--- config.mk ---
export PLATFORM = sky130hd
export DESIGN_NAME = four_input_debouncer_flat
export DESIGN_NICKNAME = d
export VERILOG_FILES = /design/src/rtl/four_input_debouncer_if.sv /design/src/rtl/four_input_debouncer.sv /design/src/flat_wrapper.sv
export SDC_FILE = /design/constraint.sdc
export NUM_CORES = 1
export LEC_CHECK = 0
export CAP_MARGIN = 0
export CORE_MARGIN = 2
export CORE_UTILIZATION = 40
export DETAILED_ROUTE_END_ITERATION = 8
export PLACE_DENSITY = 0.64
export SETUP_SLACK_MARGIN = 0.2
export SLEW_MARGIN = 20
export SYNTH_ARGS = -nofsm -noshare
export SYNTH_HDL_FRONTEND = slang
export SYNTH_SLANG_ARGS = --single-unit
--- constraint.sdc ---
create_clock -name clk -period 4.32 [get_ports clk]
set_input_delay 0.864 -clock clk [delete_from_list [all_inputs] [get_ports clk]]
set_output_delay 0.864 -clock clk [all_outputs]
set_load 0.05 [all_outputs]
--- src/rtl/four_input_debouncer_if.sv ---
// Signal bundle between the raw switch inputs and the debounced OR-gate front end.
interface four_input_debouncer_if;
  logic [3:0] raw_in;
  logic [3:0] clean_out;
  logic [3:0] rise_pulse;
  logic [3:0] fall_pulse;
  logic [7:0] rise_count;

  modport master (
    output raw_in,
    input  clean_out,
    input  rise_pulse,
    input  fall_pulse,
    input  rise_count
  );

  modport slave (
    input  raw_in,
    output clean_out,
    output rise_pulse,
    output fall_pulse,
    output rise_count
  );
endinterface

--- src/rtl/four_input_debouncer.sv ---
// Four-channel synchronise-and-debounce stage feeding the lab OR gate's A..D inputs.
// Each channel accepts a new level only after it has persisted for STABLE_CYCLES
// synchronised samples, and emits one-cycle rise/fall strobes plus a rise counter.
module four_input_debouncer #(
  parameter int STABLE_CYCLES = 4,
  parameter int CNT_W         = 8
) (
  input logic                   clk,
  input logic                   rst_n,
  four_input_debouncer_if.slave bus
);

  localparam logic [CNT_W-1:0] LP_LAST = CNT_W'(STABLE_CYCLES - 1);
  localparam logic [CNT_W-1:0] LP_ONE  = CNT_W'(1);

  logic [3:0]       r_s1;
  logic [3:0]       r_s2;
  logic [3:0]       r_clean;
  logic [3:0]       r_rise;
  logic [3:0]       r_fall;
  logic [CNT_W-1:0] r_cnt [4];
  logic [7:0]       r_riseCount;

  logic [CNT_W-1:0] w_cntNext [4];
  logic [3:0]       w_cleanNext;
  logic [3:0]       w_riseNext;
  logic [3:0]       w_fallNext;
  logic [2:0]       w_riseTotal;

  // Two-flop synchroniser; only the second stage is trusted downstream.
  always_ff @(posedge clk or negedge rst_n) begin
    if (!rst_n) begin
      r_s1 <= '0;
      r_s2 <= '0;
    end else begin
      r_s1 <= bus.raw_in;
      r_s2 <= r_s1;
    end
  end

  // Per-channel stability decision: count disagreeing samples, accept on the last one.
  always_comb begin
    w_cleanNext = r_clean;
    w_riseNext  = '0;
    w_fallNext  = '0;
    w_riseTotal = '0;
    for (int i = 0; i < 4; i++) begin
      w_cntNext[i] = '0;
      if (r_s2[i] != r_clean[i]) begin
        if (r_cnt[i] == LP_LAST) begin
          w_cleanNext[i] = r_s2[i];
          w_riseNext[i]  = r_s2[i];
          w_fallNext[i]  = ~r_s2[i];
        end else begin
          w_cntNext[i] = r_cnt[i] + LP_ONE;
        end
      end
      w_riseTotal = w_riseTotal + {2'b00, w_riseNext[i]};
    end
  end

  // Registered levels, strobes and the wrapping rise counter all update together.
  always_ff @(posedge clk or negedge rst_n) begin
    if (!rst_n) begin
      for (int i = 0; i < 4; i++) begin
        r_cnt[i] <= '0;
      end
      r_clean     <= '0;
      r_rise      <= '0;
      r_fall      <= '0;
      r_riseCount <= '0;
    end else begin
      for (int i = 0; i < 4; i++) begin
        r_cnt[i] <= w_cntNext[i];
      end
      r_clean     <= w_cleanNext;
      r_rise      <= w_riseNext;
      r_fall      <= w_fallNext;
      r_riseCount <= r_riseCount + {5'b00000, w_riseTotal};
    end
  end

  assign bus.clean_out  = r_clean;
  assign bus.rise_pulse = r_rise;
  assign bus.fall_pulse = r_fall;
  assign bus.rise_count = r_riseCount;

endmodule
--- src/flat_wrapper.sv ---
// flat-port wrapper written by rule: the top's interface ports become plain ports
module four_input_debouncer_flat 
#(
  parameter int STABLE_CYCLES = 4,
  parameter int CNT_W         = 8
)
  (clk, rst_n, bus_raw_in, bus_clean_out, bus_rise_pulse, bus_fall_pulse, bus_rise_count);
  four_input_debouncer_if bus_i ();
  input logic clk;
  input logic rst_n;
  input wire logic [$bits(bus_i.raw_in)-1:0] bus_raw_in;
  output wire logic [$bits(bus_i.clean_out)-1:0] bus_clean_out;
  output wire logic [$bits(bus_i.rise_pulse)-1:0] bus_rise_pulse;
  output wire logic [$bits(bus_i.fall_pulse)-1:0] bus_fall_pulse;
  output wire logic [$bits(bus_i.rise_count)-1:0] bus_rise_count;
  assign bus_i.raw_in = bus_raw_in;
  assign bus_clean_out = bus_i.clean_out;
  assign bus_rise_pulse = bus_i.rise_pulse;
  assign bus_fall_pulse = bus_i.fall_pulse;
  assign bus_rise_count = bus_i.rise_count;
  four_input_debouncer #(.STABLE_CYCLES(STABLE_CYCLES), .CNT_W(CNT_W)) u_core (.clk(clk), .rst_n(rst_n), .bus(bus_i));
endmodule
**Yosys cells after proc, flatten, opt, wreduce, memory -nomap -nowiden**

Cells that the tools add are included.

- Latch bits: 0
- Output and inout port bits: 20
- Logic and storage cells: 61
- Memories kept: 0
- Register bits: 60
- RAM bits: 0
- ROM bits: 0
- Bits of input ports: 6

- $mul: 0
- Bitwise logic cells: 4
- Div/mod/pow operators: 0
- Magnitude comparators: 0
- Equal/unequal tests: 8
- Shift operators: 0
- Reduce and logical (&&, ||, !) cells: 4
- Mux-type cells: 24
- $add $sub $neg: 8

Operator list:

| operator | count |
|---|---|
| 8-bit two-way mux | 8 |
| 8-bit by 1-bit adder with 8-bit output, second input constant | 4 |
| 8-bit by 2-bit == test with 1-bit output, second input constant | 4 |
| 1-bit two-way mux | 16 |
| 8-bit by 3-bit adder with 8-bit output | 1 |
| 2-bit AND reduction | 4 |
| 3-bit by 1-bit adder with 3-bit output | 2 |
| 1-bit inequality test | 4 |
| 1-bit inverter | 4 |
| 1-bit by 1-bit adder with 2-bit output | 1 |

**Longest topological paths before layout**

- Word-level depth: 7
- Depth in mapped cells: 13
- Depth with buffers taken out: 13

**Worst setup path before layout**

No wires, ideal clock.

- Path type: reg2reg
- Start point: reg u_core.r_cnt[20] (netlist name)
- End point: reg u_core.r_riseCount[6] (netlist: u_core.bus.rise_count[6])
- Arrival: 3.263 ns
- Setup slack: 0.913 ns
- Period minus slack after synthesis: 3.407 ns
- Required time: 4.176 ns
- Cell stages (with the launch flop): 13
- Buffers on the path: 0
- Library setup time: 0.144 ns
- Cell sequence: dfrtp_1 -> or4_4 -> or3_4 -> nor3b_1 -> ha_1 -> inv_1 -> fa_1 -> inv_1 -> ha_1 -> fa_1 -> a21oi_1 -> nor3_1 -> xor2_1

- Word-level cells in the longest chain between the ends: 7

RTL lines:

| element | line | source |
|---|---|---|
| from (decl) | four_input_debouncer.sv:21 | `logic [CNT_W-1:0] r_cnt [4];` |
| from (signal, indexed assignment) | four_input_debouncer.sv:74 | `r_cnt[i] <= w_cntNext[i];` |
| 8-bit by 2-bit == test with 1-bit output | four_input_debouncer.sv:50 | `if (r_cnt[i] == LP_LAST) begin` |
| 1-bit two-way mux | four_input_debouncer.sv:50 |  |
| 1-bit two-way mux | four_input_debouncer.sv:49 | `if (r_s2[i] != r_clean[i]) begin` |
| via u_core.w_riseNext[1] | four_input_debouncer.sv:26 | `logic [3:0] w_riseNext;` |
| 1-bit by 1-bit adder with 2-bit output | four_input_debouncer.sv:58 | `w_riseTotal = w_riseTotal + {2'b00, w_riseNext[i]};` |
| 3-bit by 1-bit adder with 3-bit output (2 in series) | four_input_debouncer.sv:58 |  |
| 8-bit by 3-bit adder with 8-bit output | four_input_debouncer.sv:79 | `r_riseCount <= r_riseCount + {5'b00000, w_riseTotal};` |
| to (signal assigned) | four_input_debouncer.sv:79 |  |
| to (decl) | four_input_debouncer.sv:22 | `logic [7:0] r_riseCount;` |

The timed path passes the listed nets, and every way through them passes these cells.
A chain may end at the register's enable or synchronous reset.

**Worst setup path in the final report**

Same ends and word-level chain as after synthesis.

==> impl_metrics.csv <==
group,metric,value,unit
detailed_routing,dr.pass1.iters,4,
cts,clk_pin_slew_worst_paths,0.06,ns
synthesis,synth_area_per_cell,11.3,um2
floorplan,coreArea,0.00639,mm2
floorplan,io_pins,26,
cts,holdBufCountCts,0,
sta,slew_headroom,51.7,%
sta,slew_viol_final,0,
sta,setup_ws,0.736,ns
detailed_routing,wirelength,4.41,mm
synthesis,synth_top_family_by_area,"simple AND/OR/NAND/NOR gates",
synthesis,synth-seq-cells,60,
final_layout,final_cell_mix,"60 x dfrtp_1, 24 x clkdlybuf4s50_1, 17 x xor2_1",
cts,insertion_delay,0.33,ns
final_layout,syn_to_final_growth,20.0,%
detailed_routing,ant_nets,0,
sta,tightest_slew,0.724,ns
floorplan,rows,29,
synthesis,muxShareOfSynthArea,1.85,%
pwr,p_per_area,537,mW/mm2
critical_path,cp_max_fo,4,
detailed_routing,wl_per_cell,12.7,um
pwr,max-vdd-ir-drop,267,uV
detailed_routing,vias,1827,
synthesis,synth-xor-area-share,7.29,%
critical_path,setup.worst_path.end_class,"flip-flop",
sta,fin_crit,3.58,ns
final_layout,drive_gt1_share,8.89,%
synthesis,synth-adder-area-share,5.77,%
sta,finalClockSkew,0.00729,ns
cts,cts_resized,0,
synthesis,synthCells,233,
sta,min_period_over_period,83.0,%
cts,root_buffer,"clkbuf_8",
hold_path,min_from,"u_core.r_s1[1]",
critical_path,critPathKind,"reg2reg",
cts,cts_setup_buffers,0,
synthesis,syn-cell-area,0.00264,mm2
flow_run,drv_cap,0,
floorplan,initial_core_util,41.4,%
critical_path,worst_ep_required_time,4.53,ns
final_layout,antenna-diode-count,0,
placement,portBuffers,25,
sta,max_freq,279,MHz
final_layout,mostFrequentLayoutCell,"dfrtp_1",
cts,cts_num_sinks,60,
cts,cts_tree,"built",
synthesis,yosys.area_share.simple,18.2,%
critical_path,crit_start,"u_core.r_cnt[20]",
global_route,grt_pass1_wl,7.96,mm
outcome,status,"completed",
critical_path,worstPathArrival,3.79,ns
sta,hold_viol,0,
final_layout,final_nets,284,
global_route,antenna_found_initial,0,
floorplan,die_area,0.00728,mm2
synthesis,ys_warn_count,0,
cts,ctsHtreeMaxLevel,3,
placement,gp_congestion,0.797,
pwr,leakage,0.00142,uW
global_route,first_global_vias,1776,
sta,hold_slack,0.347,ns
hold_path,hold_class,"reg2reg",
cts,cts.path.max_buffers,2,
floorplan,die_y,85.3,um
synthesis,seq_area_frac_synth,56.8,%
detailed_routing,routed_via_density,5.27,
global_route,grt_overflow,0,
critical_path,startpoint_type,"flip-flop",
detailed_routing,drc,0,
synthesis,synth-compound-area-share,8.52,%
sta,rsz0062_at_grt,"no",
cts,cts_buffers,9,
placement,dp_hpwl,3.11,mm
sta,finalSetupViolCount,0,
synthesis,yosysUniqueCellTypes,34,
global_route,grt_start_max_net_pins,61,
critical_path,reg2reg_slack,0.74,ns
synthesis,synth_nets,250,
global_route,grtUsageTotal,14.1,%
critical_path,r2r_start,"u_core.r_cnt[20]",
floorplan,die_w,85.3,um
detailed_routing,drtIter0Drc,108,
placement,dp_worst_setup_slack,0.735,ns
sta,finalSetupTns,0,ns
[cells by family after synthesis]
logic type / after synthesis
simple gates: 86
buf+inv: 11
fa+ha+maj: 11
flops: 60
mux: 4
xor+xnor: 22
compound gates: 39
[power breakdown]
part	internal, uW	switching (uW)
clock network	291	199
registers	640	94.8
logic	187	290
[synth_stat cells]
master | number | area (um2)
a211oi_1 | 1 | 7.51
a21bo_2 | 1 | 10.0
a21boi_0 | 1 | 7.51
a21o_1 | 1 | 7.51
a21oi_1 | 16 | 80.1
and2_1 | 1 | 6.26
and3_1 | 2 | 12.5
and3_2 | 1 | 7.51
clkbuf_1 | 3 | 11.3
dfrtp_1 | 60 | 1500
fa_1 | 2 | 40.0
ha_1 | 9 | 113
inv_1 | 8 | 30.0
mux2_2 | 3 | 33.8
mux2_4 | 1 | 15.0
nand2_1 | 10 | 37.5
nand2b_1 | 3 | 18.8
nand3_1 | 16 | 80.1
nand3b_1 | 2 | 15.0
nand4_1 | 4 | 25.0
nor2_1 | 15 | 56.3
nor3_1 | 5 | 25.0
nor3b_1 | 8 | 60.1
nor4b_1 | 1 | 8.76
o211ai_1 | 1 | 7.51
o21ai_0 | 12 | 60.1
o21bai_1 | 3 | 22.5
o31ai_1 | 3 | 22.5
or3_1 | 14 | 87.6
or3_4 | 1 | 11.3
or4_1 | 1 | 7.51
or4_4 | 2 | 22.5
xnor2_1 | 5 | 43.8
xor2_1 | 17 | 149
[state kept, by name (all words and copies together) (netlist names)]
name,flops
u_core.bus.rise_pulse,4
u_core.bus.fall_pulse,4
u_core.bus.rise_count,8
u_core.r_s2,4
u_core.r_s1,4
u_core.r_cnt,32
u_core.bus.clean_out,4
[routing by layer]
| layer | wire length (um) | track usage, % | vias to the layer above |
|---|---|---|---|
| li1 | - | - | 891 |
| met1 | 2010 | 17.2 | 896 |
| met2 | 2110 | 21.4 | 31 |
| met3 | 230 | 6.52 | 9 |
| met4 | 63 | 6.49 | 0 |
| met5 | 0 | 0 | - |
[final cells by class]
type                       instances  area, um2
fill                             579       3210
sequential                        60       1500
inverter                           8       30.0
multi-input combinational        162       1100
clock inverter                     2       35.0
clock buffer                      12        155
timing repair buffer              26        253
tap                               77       96.3
[through the flow]
step | instances | utilization, % | power, uW | instance area, um2
2_1_floorplan | 233 | - | 1070 | 2640
3_3_place_gp | 333 | 46.7 | 1230 | 2980
3_5_place_dp | 333 | 46.7 | 1230 | 2980
4_1_cts | 347 | 49.7 | 1730 | 3170
5_1_grt | 347 | 49.7 | 1800 | 3170
6_report | 347 | 49.7 | 1700 | 3170
[worst paths after layout]
kind                                       endpoint  cells after the start
max                        u_core.bus.rise_count[6]                     12
min                                  u_core.r_s2[1]                      0
max reg2reg                u_core.bus.rise_count[6]                     12
min reg2reg                          u_core.r_s2[1]                      0
max in group asynchronous   u_core.bus.clean_out[2]                      2
min in group asynchronous          u_core.r_cnt[18]                      2
[worst max-delay path, cell delays in order (launching register included)]
cell	delay, ns
dfrtp_1	0.41
or4_4	0.55
or3_4	0.40
nor3b_1	0.31
ha_1	0.19
inv_1	0.04
fa_1	0.47
inv_1	0.04
ha_1	0.21
fa_1	0.41
a21oi_1	0.20
nor3_1	0.08
xor2_1	0.14
No activity file was read; power rests on OpenSTA's default activity.
